===== config.mk =====
export PLATFORM = sky130hd
export DESIGN_NAME = q_meter
export DESIGN_NICKNAME = d
export VERILOG_FILES = /design/src/rtl/q_meter.sv
export SDC_FILE = /design/constraint.sdc
export NUM_CORES = 1
export LEC_CHECK = 0
export CAP_MARGIN = 15
export CORE_ASPECT_RATIO = 1.5
export CORE_UTILIZATION = 50
export DETAILED_ROUTE_END_ITERATION = 16
export DONT_BUFFER_PORTS = 1
export MAX_ROUTING_LAYER = met4
export SLEW_MARGIN = 20
export SYNTH_ARGS = -nofsm -noshare
export SYNTH_HDL_FRONTEND = slang
export SYNTH_SLANG_ARGS = --single-unit
export TNS_END_PERCENT = 20

===== constraint.sdc =====
create_clock -name clk -period 4.64 [get_ports clk]
set_clock_uncertainty 0.2 [all_clocks]
set_input_delay 0.464 -clock clk [delete_from_list [all_inputs] [get_ports clk]]
set_output_delay 0.464 -clock clk [all_outputs]
set_load 0.005 [all_outputs]

===== src/rtl/q_meter.sv =====
// Ring-down Q-factor meter: excite, release, count oscillation periods while the envelope decays HI -> LO.
// Define Q_AVG_EN to publish the truncated mean of every four consecutive counts instead of each count.
module q_meter #(
  parameter int unsigned BUS_WIDTH   = 10,
  parameter int unsigned EXC_CYCLES  = 256,
  parameter int unsigned TIMEOUT     = 65535,
  parameter int unsigned SYNC_STAGES = 2
) (
  input  logic                 clk,
  input  logic                 rst_n,
  input  logic                 enable,
  input  logic                 osc_cmp,
  input  logic                 env_hi,
  input  logic                 env_lo,
  output logic                 excite,
  output logic [BUS_WIDTH-1:0] q_measured,
  output logic                 ready,
  output logic                 timeout
);

  localparam int unsigned NSYNC = (SYNC_STAGES < 2) ? 2 : SYNC_STAGES;
  localparam int unsigned EXC_W = (EXC_CYCLES > 1) ? $clog2(EXC_CYCLES) : 1;
  localparam int unsigned TO_W  = (TIMEOUT > 1) ? $clog2(TIMEOUT) : 1;

  typedef enum logic [2:0] {
    S_IDLE, S_EXCITE, S_WAIT_HI, S_COUNT, S_DONE
  } state_t;

  state_t               state_q, state_d;
  logic [NSYNC-1:0]     osc_sync_q, osc_sync_d;
  logic [NSYNC-1:0]     hi_sync_q, hi_sync_d;
  logic [NSYNC-1:0]     lo_sync_q, lo_sync_d;
  logic                 osc_dly_q, osc_dly_d;
  logic [EXC_W-1:0]     exc_cnt_q, exc_cnt_d;
  logic [TO_W-1:0]      to_cnt_q, to_cnt_d;
  logic [BUS_WIDTH-1:0] n_cnt_q, n_cnt_d;
  logic [BUS_WIDTH-1:0] q_meas_q, q_meas_d;
  logic                 excite_q, excite_d;
  logic                 ready_q, ready_d;
  logic                 timeout_q, timeout_d;
  logic                 osc_s, hi_s, lo_s, osc_rise;

`ifdef Q_AVG_EN
  localparam int unsigned ACC_W = BUS_WIDTH + 2;
  logic [ACC_W-1:0] acc_q, acc_d, acc_sum;
  logic [1:0]       smp_q, smp_d;
  assign acc_sum = acc_q + ACC_W'(n_cnt_q);
`endif

  assign osc_s    = osc_sync_q[NSYNC-1];
  assign hi_s     = hi_sync_q[NSYNC-1];
  assign lo_s     = lo_sync_q[NSYNC-1];
  assign osc_rise = osc_s & ~osc_dly_q;

  // Next-state, counters and registered outputs
  always_comb begin
    osc_sync_d = {osc_sync_q[NSYNC-2:0], osc_cmp};
    hi_sync_d  = {hi_sync_q[NSYNC-2:0], env_hi};
    lo_sync_d  = {lo_sync_q[NSYNC-2:0], env_lo};
    osc_dly_d  = osc_s;
    state_d    = state_q;
    exc_cnt_d  = exc_cnt_q;
    to_cnt_d   = to_cnt_q;
    n_cnt_d    = n_cnt_q;
    q_meas_d   = q_meas_q;
    excite_d   = 1'b0;
    ready_d    = 1'b0;
    timeout_d  = 1'b0;
`ifdef Q_AVG_EN
    acc_d      = acc_q;
    smp_d      = smp_q;
`endif
    unique case (state_q)
      S_IDLE: begin
        if (enable) begin
          state_d   = S_EXCITE;
          exc_cnt_d = '0;
          excite_d  = 1'b1;
        end
      end
      S_EXCITE: begin
        if (!enable) begin
          state_d = S_IDLE;
        end else if (hi_s || exc_cnt_q == EXC_W'(EXC_CYCLES - 1)) begin
          state_d  = S_WAIT_HI;
          to_cnt_d = '0;
        end else begin
          exc_cnt_d = exc_cnt_q + EXC_W'(1);
          excite_d  = 1'b1;
        end
      end
      S_WAIT_HI: begin
        if (!enable) begin
          state_d = S_IDLE;
        end else if (to_cnt_q == TO_W'(TIMEOUT - 1)) begin
          state_d   = S_IDLE;
          timeout_d = 1'b1;
        end else begin
          to_cnt_d = to_cnt_q + TO_W'(1);
          if (!hi_s) begin
            n_cnt_d = '0;
            state_d = S_COUNT;
          end
        end
      end
      S_COUNT: begin
        if (!enable) begin
          state_d = S_IDLE;
        end else if (to_cnt_q == TO_W'(TIMEOUT - 1)) begin
          state_d   = S_IDLE;
          timeout_d = 1'b1;
        end else begin
          to_cnt_d = to_cnt_q + TO_W'(1);
          // A rise coinciding with the LO crossing still counts
          if (osc_rise && n_cnt_q != '1) n_cnt_d = n_cnt_q + BUS_WIDTH'(1);
          if (!lo_s) state_d = S_DONE;
        end
      end
      S_DONE: begin
        state_d = S_IDLE;
`ifdef Q_AVG_EN
        if (smp_q == 2'd3) begin
          q_meas_d = BUS_WIDTH'(acc_sum >> 2);
          ready_d  = 1'b1;
          acc_d    = '0;
          smp_d    = '0;
        end else begin
          acc_d = acc_sum;
          smp_d = smp_q + 2'd1;
        end
`else
        q_meas_d = n_cnt_q;
        ready_d  = 1'b1;
`endif
      end
      default: state_d = S_IDLE;
    endcase
`ifdef Q_AVG_EN
    if (state_q != S_DONE && (timeout_d || !enable)) begin
      acc_d = '0;
      smp_d = '0;
    end
`endif
  end

  always_ff @(posedge clk or negedge rst_n) begin
    if (!rst_n) begin
      state_q    <= S_IDLE;
      osc_sync_q <= '0;
      hi_sync_q  <= '0;
      lo_sync_q  <= '0;
      osc_dly_q  <= 1'b0;
      exc_cnt_q  <= '0;
      to_cnt_q   <= '0;
      n_cnt_q    <= '0;
      q_meas_q   <= '0;
      excite_q   <= 1'b0;
      ready_q    <= 1'b0;
      timeout_q  <= 1'b0;
`ifdef Q_AVG_EN
      acc_q      <= '0;
      smp_q      <= '0;
`endif
    end else begin
      state_q    <= state_d;
      osc_sync_q <= osc_sync_d;
      hi_sync_q  <= hi_sync_d;
      lo_sync_q  <= lo_sync_d;
      osc_dly_q  <= osc_dly_d;
      exc_cnt_q  <= exc_cnt_d;
      to_cnt_q   <= to_cnt_d;
      n_cnt_q    <= n_cnt_d;
      q_meas_q   <= q_meas_d;
      excite_q   <= excite_d;
      ready_q    <= ready_d;
      timeout_q  <= timeout_d;
`ifdef Q_AVG_EN
      acc_q      <= acc_d;
      smp_q      <= smp_d;
`endif
    end
  end

  assign excite     = excite_q;
  assign q_measured = q_meas_q;
  assign ready      = ready_q;
  assign timeout    = timeout_q;

endmodule

==> metrics.cfg, run 1 <==
[place]
gp_congestion=0.779
portBuffers=0
place_ws_ns=1.95
hpwl_mm=3.64

[pwr]
power.density_nw_per_um2=368
leakage_nw=1.33
pwr-share-comb=0.108
p_switching_mw=0.300
pwr-share-clk=0.373
seq_power_share=0.519
p_sw_frac=0.268
p_int_mw=0.821
peakVddDrop_v=0.000212

[global_routing]
grt_first_pass_wirelength_mm=9.47
track_usage=0.221
grt_max_degree=58
grt_antenna_before_repair=0
grt_overflow=0
first_global_vias=1986

[logic_synthesis]
synth_area_per_cell_um2=10.4
synthCells=264
synth_area_um2=2750
ys_async_sr_fraction=1.00
yosysMostFrequentCell=dfrtp_1
synth_area_leaders=dfrtp_1 (52%), o21ai_0 (4.6%), nand3_1 (4.2%)
synth_top_area_frac=0.519
synth_seq_cells=57
yosysWarnings=0
synth_nets=274
synth-edff-count=0
synthTopCellsByCount=dfrtp_1 (57), o21ai_0 (25), nand3_1 (23), nand2_1 (21), nor2_1 (16)
synth_top_flop_cell=dfrtp_1
yosysSeqAreaShare=0.519
yosys.area.top_type=dfrtp_1
ys_types=45

[sta]
fin_setup_tns_ns=0
tightestPinTransition_ns=0.874
hold_viol_final=0
setup_viol=0
finalWorstSetupSlack_ns=1.90
rsz0062_at_grt=no
finalCritPeriodShare=0.591
fmax_mhz=365
max_slew_margin=0.415
min_period_ns=2.74
slew_violations=0

[floorplan]
die_h_um=92.8
fp.dieW_um=62.5
start_util=0.528
ioPinCount=19
rows=32
die_area_um2=5800
coreArea_um2=5200

[route]
drt_iter0_markers=162
routedWlPerCell_um=16.5
via_per_inst=6.15
ant_nets=0
drc_errors=0
drt_wl_total_mm=5.66
via_count=2108
dr.pass1.iters=5

[clock_network]
clock_path_buffers=2
clkSinkCount=57
clockRootBuffer=clkbuf_8
htree_levels=3
cts.clk_slew.worst_paths_ns=0.06
post-cts-setup-buffer-count=0
cts_tree=done
holdBufCountCts=5
cts_buffers=9
cts_resized=0
insertion_delay_ns=0.34

[setup_path]
crit_family=compound AO/OA/AOI/OAI gates
crit_path_max_fanout=18
cp-start-kind=register
cpMaxStageDelayCell=o41ai_4
critPathBufInv=1
cp_slowest_stage_delay_ns=0.66
worst_setup_path_end_kind=register
worstPathCellList=nand4_2 -> o41ai_4 -> buf_4 -> a21boi_4 -> o21ai_0 -> o31ai_1
critical_path_class=register to register
crit_required_ns=4.68
crit_arrival_ns=2.78

[final_layout]
drive_gt1_frac=0.138
antenna_cells=0
nFillCells=445
nets=281
syn2layout_area_growth_pct=11.0

[status]
status=finished clean

[hold_path]
hold_path_class=primary input to register

[job]
drv_cap=0

## worst reg2reg max path: cells and delay by family, from the launching register on
kind	cells	cell delay [ns]
and+or+nand+nor	1	0.19
DFF	1	0.50
buffers and inverters	1	0.33
AOI/OAI and AO/OA	4	1.44
## per-stage QoR
step                hold WS, ns  area [µm²]  utilization  total power, mW  instances
finish                    0.117        3050        0.586             1.12        343
CTS                       0.113        3050        0.586             1.14        343
floorplan               -0.0316        2750            -            0.669        264
detailed placement      -0.0304        2800        0.538            0.697        323
global route              0.129        3050        0.586             1.18        343
global placement        -0.0305        2800        0.538            0.696        323
## power groups by stage
| stage | Combinational, mW | Sequential [mW] | Clock, mW |
|---|---|---|---|
| final | 0.122 | 0.582 | 0.418 |
| after global routing | 0.138 | 0.588 | 0.450 |
| after CTS | 0.122 | 0.582 | 0.431 |
| after detailed placement | 0.107 | 0.590 | 0 |
| after global placement | 0.105 | 0.591 | 0 |
| after floorplan | 0.0909 | 0.578 | 0 |
## path summary, 6_finish.rpt
path	from	to	slack (ns)	cells past startpoint
hold / removal	enable	timeout	0.12	2
setup / recovery	to_cnt_q[7]	to_cnt_q[14]	1.90	6
min in group asynchronous	rst_n	to_cnt_q[8]	0.45	2
setup reg to reg	to_cnt_q[7]	to_cnt_q[14]	1.90	6
max in group asynchronous	rst_n	q_measured[5]	3.54	2
hold reg to reg	hi_sync_q[0]	hi_sync_q[1]	0.15	0
## layer usage
metal	wire length, µm	share of wire	track usage
met5	0	0	-
met3	219	0.039	0.0554
met2	2890	0.51	0.332
met4	115	0.020	0.136
met1	2440	0.43	0.265
## area by class of cell
type                            count  area, µm²  share of cell area
Inverter                            7       26.3             0.00861
Multi-Input combinational cell    190       1260               0.412
Tap cell                           68       85.1              0.0279
Clock inverter                      3       15.0             0.00492
Clock buffer                       12        165              0.0541
Timing Repair Buffer                6       75.1              0.0246
Sequential cell                    57       1430               0.468
## cell families (layout without fill, tap and decap cells)
logic type | after synthesis | count (layout) | share of synthesized area
xor gates and xnor gates | 6 | 6 | 0.0191
DFF | 57 | 57 | 0.519
adders and majority gates | 4 | 4 | 0.0182
buffers and inverters | 17 | 28 | 0.0255
muxes | 10 | 10 | 0.0410
and+or+nand+nor | 107 | 107 | 0.214
AOI/OAI and AO/OA | 63 | 63 | 0.163
## state kept, by name, indices dropped and copies added, names as in the netlist
signal	flops
to_cnt_q	16
n_cnt_q	10
q_measured	10
exc_cnt_q	8
state_q	3
hi_sync_q	2
lo_sync_q	2
osc_sync_q	2
excite	1
osc_dly_q	1
ready	1
timeout	1
## layout by cell type, fill, tap and decap left out, types with 2 or more instances in the layout
| cell | count |
|---|---|
| dfrtp_1 | 57 |
| o21ai_0 | 25 |
| nand3_1 | 23 |
| nand2_1 | 21 |
| nor2_1 | 16 |
| clkbuf_8 | 12 |
| o31ai_1 | 10 |
| mux2_2 | 10 |
| nand4_1 | 9 |
| or4_1 | 9 |
| inv_1 | 7 |
| o211ai_1 | 6 |
| nor3_1 | 5 |
| a21oi_1 | 5 |
| and4_1 | 4 |
| a31oi_1 | 4 |
| xor2_1 | 4 |
| ha_1 | 4 |
| dlygate4sd3_1 | 4 |
| nand2b_1 | 3 |
| nor2b_1 | 3 |
| clkinv_2 | 3 |
| or3_1 | 2 |
| and3b_1 | 2 |
| o41ai_1 | 2 |
| xnor2_1 | 2 |
| or2_2 | 2 |
| o221ai_1 | 2 |
| and3_1 | 2 |
Note: power is estimated with default switching activity, not from simulation.
==> run 2: changes to the inputs <==
PLACE_DENSITY = 0.68   (was unset)
clock period = 2.5 ns   (was 4.64 ns; I/O delays follow)
==> run 2 against run 1 <==
Worst hold slack got worse by 0.094 ns. Die area is the same. Combinational power up 90%. Critical path type unchanged. Global-route usage shrank 0.38 points. Utilization is 1.3 points higher. Largest power group unchanged. Sequential power rose by 86%.
==> metrics.cfg, run 2 (synthesized netlist as in run 1, its figures left out) <==
[setup_path]
cp-start-kind=register
crit_required_ns=2.58
worstPathCellList=ha_1 -> and4_1 -> a311oi_2 -> o21ai_4 -> or4_1 -> nand3_1
cp.depth=6
critical_path_class=register to register
crit_family=simple AND/OR/NAND/NOR gates
crit_arrival_ns=2.47
reg2reg_depth=6
worst_setup_path_end_kind=register
crit_path_max_fanout=14
cp_slowest_stage_delay_ns=0.53
critPathBufInv=0
cpMaxStageDelayCell=or4_1

[floorplan]
rows=32
die_area_um2=5800
start_util=0.528
coreArea_um2=5200
fp.dieW_um=62.5
die_h_um=92.8
ioPinCount=19

[sta]
hold_viol_final=0
rsz0062_at_grt=no
slew_violations=0
fin_setup_tns_ns=0
max_slew_margin=0.559
finalWorstSetupSlack_ns=0.105
hold-worst-slack_ns=0.0231
fmax_mhz=418
tightestPinTransition_ns=0.656
setup_viol=0
finalCritPeriodShare=0.958
min_period_ns=2.40

[place]
dpl_cell_area_um2=2830
portBuffers=0
placed_cells=326
gp_congestion=0.886
place_ws_ns=0.107
hpwl_mm=3.61

[hold_path]
hold_depth=2
hold_path_class=primary input to register

[job]
drv_cap=0

[final_layout]
final_common_cell=dfrtp_1
nets=285
layout_common_cells=dfrtp_1 (57), o21ai_0 (25), nand3_1 (23)
antenna_cells=0
instances_no_fill=348
regMostFlops=to_cnt_q
syn2layout_area_growth_pct=13.3
largest_reg_flops=16
drive_gt1_frac=0.150
fin_area_um2=3120

[route]
dr.pass1.iters=4
drt_iter0_markers=161
routedWlPerCell_um=15.7
drc_errors=0
ant_nets=0
via_count=2070
drt_wl_total_mm=5.46
via_per_inst=5.95

[clock_network]
cts.clk_slew.worst_paths_ns=0.07
cts_buffers=9
clock_path_buffers=2
clkSinkCount=57
htree_levels=3
cts_tree=done
insertion_delay_ns=0.34
clockRootBuffer=clkbuf_8

[global_routing]
grt_overflow=0
first_global_vias=1982
track_usage=0.217
grt_max_degree=58
grt_first_pass_wirelength_mm=9.31
grt_antenna_before_repair=0

[pwr]
peakVddDrop_v=0.000631
power.density_nw_per_um2=697
leakage_nw=1.35

[status]
status=finished clean

## run 2: routing by layer
layer | vias up | part of all wire | track usage | routed length, µm
li1 | 1015 | - | - | -
met1 | 1014 | 0.46 | 0.250 | 2490
met2 | 33 | 0.49 | 0.346 | 2690
met3 | 8 | 0.036 | 0.0714 | 195
met4 | 0 | 0.015 | 0.0891 | 82
met5 | - | 0 | - | 0
## run 2: what timing repair did
| item | 4_1_cts | 5_1_grt |
|---|---|---|
| gates resized for setup | 0 | 1 |
| endpoints found under the setup margin | 0 | 5 |
| hold buffers | 6 | 0 |
| endpoints found under the hold margin | 61 | 0 |
| buffers inserted | 0 | 0 |
## run 2: cell type report
class                           instances  area [µm²]
Clock inverter                          6        67.6
Timing Repair Buffer                   10         108
Clock buffer                           10         138
Tap cell                               68        85.1
Sequential cell                        57        1430
Inverter                                7        26.3
Multi-Input combinational cell        190        1260
Fill cell                             439        2090
## run 2: path summary, 6_finish.rpt
kind,start,endpoint,slack (ns)
setup / recovery,n_cnt_q[0],n_cnt_q[8],0.10
hold / removal,enable,state_q[0],0.02
setup reg to reg,n_cnt_q[0],n_cnt_q[8],0.10
hold reg to reg,lo_sync_q[0],lo_sync_q[1],0.15
max in group asynchronous,rst_n,n_cnt_q[3],1.60
min in group asynchronous,rst_n,to_cnt_q[11],0.25
## run 2: stage by stage
stage	utilization	total power, mW
final	0.599	2.17
after global routing	0.599	2.28
after CTS	0.597	2.20
after detailed placement	0.543	1.30
after global placement	0.543	1.29
after floorplan	-	1.24
## run 2: power by group
part	switching [mW]	total (mW)	leakage [nW]	internal [mW]
Clock	0.375	0.863	0.0985	0.488
Sequential	0.0769	1.08	0.744	0.999
Combinational	0.132	0.232	0.508	0.100
## run 2: worst register-to-register path: cells and delay by family, from the launching register on
kind	cells	cell delay, ns
compound gates	2	0.58
fa+ha+maj	1	0.25
flops	1	0.43
simple gates	3	0.87
